## config.mk

```make
export PLATFORM = sky130hd
export DESIGN_NAME = jtag_scan_master_flat
export DESIGN_NICKNAME = d
export VERILOG_FILES = /design/src/rtl/jtag_scan_master_if.sv /design/src/rtl/jtag_scan_master.sv /design/src/flat_wrapper.sv
export SDC_FILE = /design/constraint.sdc
export NUM_CORES = 1
export LEC_CHECK = 0
export BUFFER_PORTS_ARGS = -buffer_cell sky130_fd_sc_hd__buf_2
export CAP_MARGIN = 20
export CORE_ASPECT_RATIO = 1.2
export CORE_MARGIN = 3
export CORE_UTILIZATION = 45
export DETAILED_ROUTE_END_ITERATION = 16
export HOLD_SLACK_MARGIN = 0.15
export PLACE_DENSITY = 0.64
export RECOVER_POWER = 25
export SLEW_MARGIN = 20
export SYNTH_ARGS = -nofsm -noshare
export SYNTH_HDL_FRONTEND = slang
export SYNTH_SLANG_ARGS = --single-unit
```

## constraint.sdc

```tcl
create_clock -name clk -period 4.1 [get_ports clk]
set_clock_uncertainty 0.1 [all_clocks]
set_input_delay 1.025 -clock clk [delete_from_list [all_inputs] [get_ports clk]]
set_output_delay 1.025 -clock clk [all_outputs]
set_load 0.005 [all_outputs]
```

## src/rtl/jtag_scan_master_if.sv

```systemverilog
// Host-side request/response bundle for jtag_scan_master.
// JTAG_SCAN_RTI_WAIT_EN adds the rti_cycles request field.
interface jtag_scan_master_if #(
  parameter int unsigned IR_WIDTH     = 4,
  parameter int unsigned DR_MAX_WIDTH = 64
);
  logic                    start;
  logic                    is_ir;
  logic [6:0]              length;
  logic [IR_WIDTH-1:0]     ir_value;
  logic [DR_MAX_WIDTH-1:0] dr_in;
  logic [DR_MAX_WIDTH-1:0] dr_out;
  logic                    busy;
  logic                    done;
`ifdef JTAG_SCAN_RTI_WAIT_EN
  logic [7:0]              rti_cycles;

  modport master (output start, is_ir, length, ir_value, dr_in, rti_cycles,
                  input  dr_out, busy, done);
  modport slave  (input  start, is_ir, length, ir_value, dr_in, rti_cycles,
                  output dr_out, busy, done);
`else
  modport master (output start, is_ir, length, ir_value, dr_in,
                  input  dr_out, busy, done);
  modport slave  (input  start, is_ir, length, ir_value, dr_in,
                  output dr_out, busy, done);
`endif
endinterface

```

## src/rtl/jtag_scan_master.sv

```systemverilog
// JTAG TAP scan master: resets the TAP to Run-Test/Idle, then runs LSB-first IR/DR scans.
// Optional macro JTAG_SCAN_RTI_WAIT_EN adds a per-request Run-Test/Idle dwell (rti_cycles).
module jtag_scan_master #(
  parameter int unsigned IR_WIDTH     = 4,
  parameter int unsigned DR_MAX_WIDTH = 64,
  parameter int unsigned CLK_DIV      = 4
) (
  input  logic              clk,
  input  logic              rst_n,
  jtag_scan_master_if.slave bus,
  output logic              tck,
  output logic              tms,
  output logic              tdi,
  input  logic              tdo
);
  localparam int unsigned PH_W         = $clog2(2 * CLK_DIV);
  localparam int unsigned LEN_W        = 7;
  localparam int unsigned BIT_W        = $clog2(DR_MAX_WIDTH);
  localparam int unsigned PER_W        = 10;
  localparam int unsigned INIT_PERIODS = 6;

  typedef enum logic [1:0] {ST_INIT, ST_IDLE, ST_SCAN} state_t;

  state_t                  state;
  logic [PH_W-1:0]         ph;
  logic [PER_W-1:0]        per;
  logic [PER_W-1:0]        total;
  logic                    ir_scan;
  logic [LEN_W-1:0]        n_bits;
  logic [DR_MAX_WIDTH-1:0] sh;
  logic [DR_MAX_WIDTH-1:0] cap;

  logic                    ph_last_c;
  logic                    ph_rise_c;
  logic [PH_W-1:0]         ph_next_c;
  logic                    tck_next_c;
  logic [PER_W-1:0]        per_next_c;
  logic [PER_W-1:0]        pre_c;
  logic [PER_W-1:0]        shift_end_c;
  logic                    in_shift_c;
  logic                    next_shift_c;
  logic [BIT_W-1:0]        bit_idx_c;
  logic                    tms_next_c;
  logic [LEN_W-1:0]        len_c;
  logic [LEN_W-1:0]        n_c;
  logic [PER_W-1:0]        rti_c;
  logic [PER_W-1:0]        total_c;

  // Divider phase, per-period TMS/TDI selection and request decode.
  always_comb begin
    ph_last_c    = (ph == PH_W'(2 * CLK_DIV - 1));
    ph_rise_c    = (ph == PH_W'(CLK_DIV - 1));
    ph_next_c    = ph_last_c ? '0 : ph + PH_W'(1);
    tck_next_c   = (ph_next_c >= PH_W'(CLK_DIV));
    per_next_c   = per + PER_W'(1);
    pre_c        = ir_scan ? PER_W'(4) : PER_W'(3);
    shift_end_c  = pre_c + PER_W'(n_bits);
    in_shift_c   = (per >= pre_c) && (per < shift_end_c);
    next_shift_c = (per_next_c >= pre_c) && (per_next_c < shift_end_c);
    bit_idx_c    = BIT_W'(per - pre_c);
    tms_next_c   = 1'b0;
    if (per_next_c < pre_c)
      tms_next_c = ir_scan ? (per_next_c < PER_W'(2)) : (per_next_c == '0);
    else if (next_shift_c)
      tms_next_c = (per_next_c == shift_end_c - PER_W'(1));
    else
      tms_next_c = (per_next_c == shift_end_c);

    len_c = bus.length;
    if (bus.length == '0)
      len_c = LEN_W'(1);
    else if (bus.length > LEN_W'(DR_MAX_WIDTH))
      len_c = LEN_W'(DR_MAX_WIDTH);
    n_c = bus.is_ir ? LEN_W'(IR_WIDTH) : len_c;
`ifdef JTAG_SCAN_RTI_WAIT_EN
    rti_c = PER_W'(bus.rti_cycles);
`else
    rti_c = '0;
`endif
    total_c = (bus.is_ir ? PER_W'(6) : PER_W'(5)) + PER_W'(n_c) + rti_c;
  end

  // Sequencer: TMS/TDI update at tck fall, TDO capture at tck rise.
  always_ff @(posedge clk) begin
    if (!rst_n) begin
      state      <= ST_INIT;
      ph         <= '0;
      per        <= '0;
      total      <= '0;
      ir_scan    <= 1'b0;
      n_bits     <= '0;
      sh         <= '0;
      cap        <= '0;
      tck        <= 1'b0;
      tms        <= 1'b1;
      tdi        <= 1'b0;
      bus.busy   <= 1'b1;
      bus.done   <= 1'b0;
      bus.dr_out <= '0;
    end else begin
      bus.done <= 1'b0;
      case (state)
        ST_INIT: begin
          ph  <= ph_next_c;
          tck <= tck_next_c;
          if (ph_last_c) begin
            if (per == PER_W'(INIT_PERIODS - 1)) begin
              state    <= ST_IDLE;
              per      <= '0;
              tms      <= 1'b0;
              bus.busy <= 1'b0;
            end else begin
              per <= per_next_c;
              tms <= (per_next_c < PER_W'(INIT_PERIODS - 1));
            end
          end
        end
        ST_IDLE: begin
          ph  <= '0;
          tck <= 1'b0;
          tms <= 1'b0;
          tdi <= 1'b0;
          if (bus.start) begin
            state    <= ST_SCAN;
            per      <= '0;
            total    <= total_c;
            ir_scan  <= bus.is_ir;
            n_bits   <= n_c;
            sh       <= bus.is_ir ? DR_MAX_WIDTH'(bus.ir_value) : bus.dr_in;
            cap      <= '0;
            tms      <= 1'b1;
            bus.busy <= 1'b1;
          end
        end
        ST_SCAN: begin
          ph  <= ph_next_c;
          tck <= tck_next_c;
          if (ph_rise_c && in_shift_c)
            cap[bit_idx_c] <= tdo;
          if (ph_last_c) begin
            if (per_next_c == total) begin
              state      <= ST_IDLE;
              per        <= '0;
              tms        <= 1'b0;
              tdi        <= 1'b0;
              bus.busy   <= 1'b0;
              bus.done   <= 1'b1;
              bus.dr_out <= cap;
            end else begin
              per <= per_next_c;
              tms <= tms_next_c;
              if (next_shift_c) begin
                tdi <= sh[0];
                sh  <= sh >> 1;
              end else begin
                tdi <= 1'b0;
              end
            end
          end
        end
        default: state <= ST_INIT;
      endcase
    end
  end
endmodule

```

## src/flat_wrapper.sv

```systemverilog
// flat-port wrapper written by rule: the top's interface ports become plain ports
module jtag_scan_master_flat 
#(
  parameter int unsigned IR_WIDTH     = 4,
  parameter int unsigned DR_MAX_WIDTH = 64,
  parameter int unsigned CLK_DIV      = 4
)
  (clk, rst_n, tck, tms, tdi, tdo, bus_start, bus_is_ir, bus_length, bus_ir_value, bus_dr_in, bus_dr_out, bus_busy, bus_done);
  jtag_scan_master_if #(.IR_WIDTH(IR_WIDTH), .DR_MAX_WIDTH(DR_MAX_WIDTH)) bus_i ();
  input  logic clk;
  input  logic rst_n;
  output logic tck;
  output logic tms;
  output logic tdi;
  input  logic tdo;
  input wire logic [$bits(bus_i.start)-1:0] bus_start;
  input wire logic [$bits(bus_i.is_ir)-1:0] bus_is_ir;
  input wire logic [$bits(bus_i.length)-1:0] bus_length;
  input wire logic [$bits(bus_i.ir_value)-1:0] bus_ir_value;
  input wire logic [$bits(bus_i.dr_in)-1:0] bus_dr_in;
  output wire logic [$bits(bus_i.dr_out)-1:0] bus_dr_out;
  output wire logic [$bits(bus_i.busy)-1:0] bus_busy;
  output wire logic [$bits(bus_i.done)-1:0] bus_done;
  assign bus_i.start = bus_start;
  assign bus_i.is_ir = bus_is_ir;
  assign bus_i.length = bus_length;
  assign bus_i.ir_value = bus_ir_value;
  assign bus_i.dr_in = bus_dr_in;
  assign bus_dr_out = bus_i.dr_out;
  assign bus_busy = bus_i.busy;
  assign bus_done = bus_i.done;
  jtag_scan_master #(.IR_WIDTH(IR_WIDTH), .DR_MAX_WIDTH(DR_MAX_WIDTH), .CLK_DIV(CLK_DIV)) u_core (.clk(clk), .rst_n(rst_n), .bus(bus_i), .tck(tck), .tms(tms), .tdi(tdi), .tdo(tdo));
endmodule
```

==> flow_summary_export.csv <==
group,metric,value,unit
outcome,status,"finished clean",
yosys,ys_types,65,
placed_design,gp_congestion,0.8718,
setup_path,endpoint_kind,"flip-flop",
yosys,postSynthAreaPerCell,8.413,um^2
timing,finalHoldViolCount,0,
layout,design_area,13620,um^2
floorplan,die-width,153.6,um
layout,drive_above_1_share,15.44,%
yosys,yosysSeqAreaShare,38.64,%
timing,relSlewSlack,46.31,%
global_route,grt_pass1_wl,50.18,mm
layout,final_nets,1618,
setup_path,critPathKind,"reg2reg",
cts,cts_tree,"done",
layout,fill_cells,2453,
cts,cts_buffers,24,
setup_path,worst_ep_arrival_time,4.20,ns
cts,clockBufferDepth,3,
cts,cts_max_level,1,
layout,final_util,53.14,%
yosys,synth_common_cells,"nand2_1, dfxtp_1, a21boi_0",
layout,multiInputGateArea,6666,um^2
setup_path,crit_start,"u_core.ir_scan",
yosys,yosysWarnings,0,
yosys,synth_flop_cell,"dfxtp_1",
layout,finalNonFillerCells,1846,
setup_path,start_kind,"flip-flop",
layout,syn_to_final_growth,15.79,%
setup_path,cp.required,4.40,ns
floorplan,core-area,25620,um^2
yosys,yosysMostFrequentCell,"nand2_1",
timing,tightest_slew,0.8053,ns
placed_design,hpwl,20.53,mm
layout,regArea,4544,um^2
floorplan,row_count,64,
placed_design,dp_cells,1803,
global_route,gr-usage-all-layers,20.92,%
timing,grt_setup_unrepaired,"true",
routing,wirelength,30.71,mm
timing,period_needed,3.901,ns
worst_hold_path,min_path_type,"reg2reg",
routing,viasPerCell,5.614,
placed_design,portBuffers,148,
setup_path,rr_startpoint,"u_core.ir_scan",
timing,setup_viol,0,
floorplan,ios,149,
placed_design,pre_cts_ws,0.06541,ns
job,maxCapViolCount,0,
yosys,synth-seq-cells,227,
cts,clk_latency,0.53,ns
yosys,yosysTopAreaCell,"dfxtp_1",
yosys,synth_top_area_share,38.64,%
placed_design,place_area,12800,um^2
yosys,syn_inst,1398,
setup_path,cp_max_fo,64,
routing,remaining_drc_errors,0,
yosys,synth_edf_count,0,
cts,postCtsSetupBuffers,0,
pwr,p_per_area,340.7,nW/um^2
worst_hold_path,hp-start,"u_core.sh[0]",
routing,drt_iter0_drc,639,
floorplan,die_y,183.1,um
cts,root_buffer,"clkbuf_16",
timing,max_freq,0.2563,GHz
pwr,ir_worst_vdd,305.9,uV
yosys,async_reset_ff_share,0,%
yosys,syn_area,11760,um^2
global_route,antenna_found_initial,3,
routing,firstDrtPassIters,5,
timing,fin_crit_sh,95.15,%
yosys,synthTopCellsByArea,"dfxtp_1, a21boi_0, nand2_1, o211a_1, a22oi_1",
floorplan,start_util,45.90,%
timing,final_max_slew_viol_count,0,
global_route,grt_max_degree,99,
routing,wire_per_inst,16.64,um
cts,path_clk_slew,0.06,ns
global_route,grt-ovfl-total,0,
cts,cts.sinks,227,
timing,finalSetupTns,0,ns
routing,vias,10360,
floorplan,dieArea,28120,um^2
timing,setup_ws,0.1990,ns
layout,num_antenna_cells,0,
yosys,synth_nets,1517,
pwr,p_leak,5.790,nW
global_route,grt_pass1_vias,9904,
routing,ant_nets,0,
==> cells in the final DEF, fill, tap and decap left out, types with 5 or more instances in the layout <==
cell	n
clkbuf_16	24
nor2b_1	21
a22oi_1	65
xnor2_1	24
dfxtp_1	227
nand4_1	9
o21ai_0	88
buf_4	40
clkbuf_1	23
nand2b_1	5
o211a_1	62
clkbuf_8	5
ha_1	36
a21boi_0	161
or2_2	5
or3_1	5
nor4_1	8
a21o_1	5
xor2_1	12
a21oi_1	17
buf_2	126
mux2i_1	7
nand2_1	259
clkinv_2	7
inv_1	22
nor3_1	19
o21a_1	34
a21boi_1	7
and3_1	8
and2_1	6
nor2_1	29
nand3_1	77
==> cell type report <==
cell class / instances / share of cell area (%)
Clock buffer: 32 / 4.998
Clock inverter: 11 / 1.038
Inverter: 22 / 0.6064
Multi-Input combinational cell: 1033 / 48.95
Sequential cell: 227 / 33.37
Tap cell: 330 / 3.032
Timing Repair Buffer: 191 / 8.003
==> flip-flops by register name, summed over array words and instances, names as in the netlist <==
| register | cells |
|---|---|
| u_core.bus.dr_out | 64 |
| u_core.cap | 64 |
| u_core.sh | 64 |
| u_core.per | 10 |
| u_core.total | 8 |
| u_core.n_bits | 7 |
| u_core.ph | 3 |
| u_core.state | 2 |
| u_core.bus.busy | 1 |
| u_core.bus.done | 1 |
| u_core.ir_scan | 1 |
| u_core.tdi | 1 |
| u_core.tms | 1 |
==> final timing paths <==
path	to	slack, ns	depth (start not counted)
worst min-delay path	u_core.sh[0]	0.35	2
worst max-delay path	u_core.cap[4]	0.20	13
worst min register to register	u_core.sh[0]	0.35	2
worst max register to register	u_core.cap[4]	0.20	13
==> worst max-delay path, stage by stage, from the launching register on <==
cell	delay (ns)
dfxtp_1	0.47
inv_1	0.13
ha_1	0.25
fa_1	0.46
xnor2_2	0.39
ha_1	0.31
o21a_1	0.10
o21a_1	0.17
o211ai_1	0.26
nand2_1	0.11
a221o_1	0.30
buf_4	0.29
o21ai_0	0.26
a21boi_0	0.11
==> power by group <==
part	internal, mW	total [mW]	switching, mW
clock	1.35	2.27	0.913
sequential	2.21	2.21	0.00179
combinational	0.0753	0.164	0.0888
==> through the flow <==
step / power, mW / hold WS, ns
2_1_floorplan: 2.354 / 0.3240
5_1_grt: 4.807 / 0.3695
4_1_cts: 4.706 / 0.3544
6_report: 4.640 / 0.3490
3_3_place_gp: 2.424 / 0.3351
3_5_place_dp: 2.422 / 0.3462
==> kinds of logic after synthesis <==
logic type      count (synthesis)  synth area share, %
simple gates                  477                18.80
compound gates                468                29.06
flops                         227                38.64
buf+inv                       138                5.096
xor+xnor                       40                3.340
fa+ha+maj                      39                4.277
mux                             9               0.7872
==> metal layers <==
metal	global-route usage, %	wire [um]	share of wire (%)
met1	27.25	13690	45
met2	36.82	14980	49
met3	2.974	1391	4.5
met4	4.947	630	2.1
met5	0	27	0.088
==> timing repair <==
item / 4_1_cts / 5_1_grt
gates resized for setup: 0 / 3
hold buffers: 0 / 0
endpoints found under the setup margin: 0 / 128
hold endpoints to repair: 0 / 0
Power figures use the tool's default switching activity.
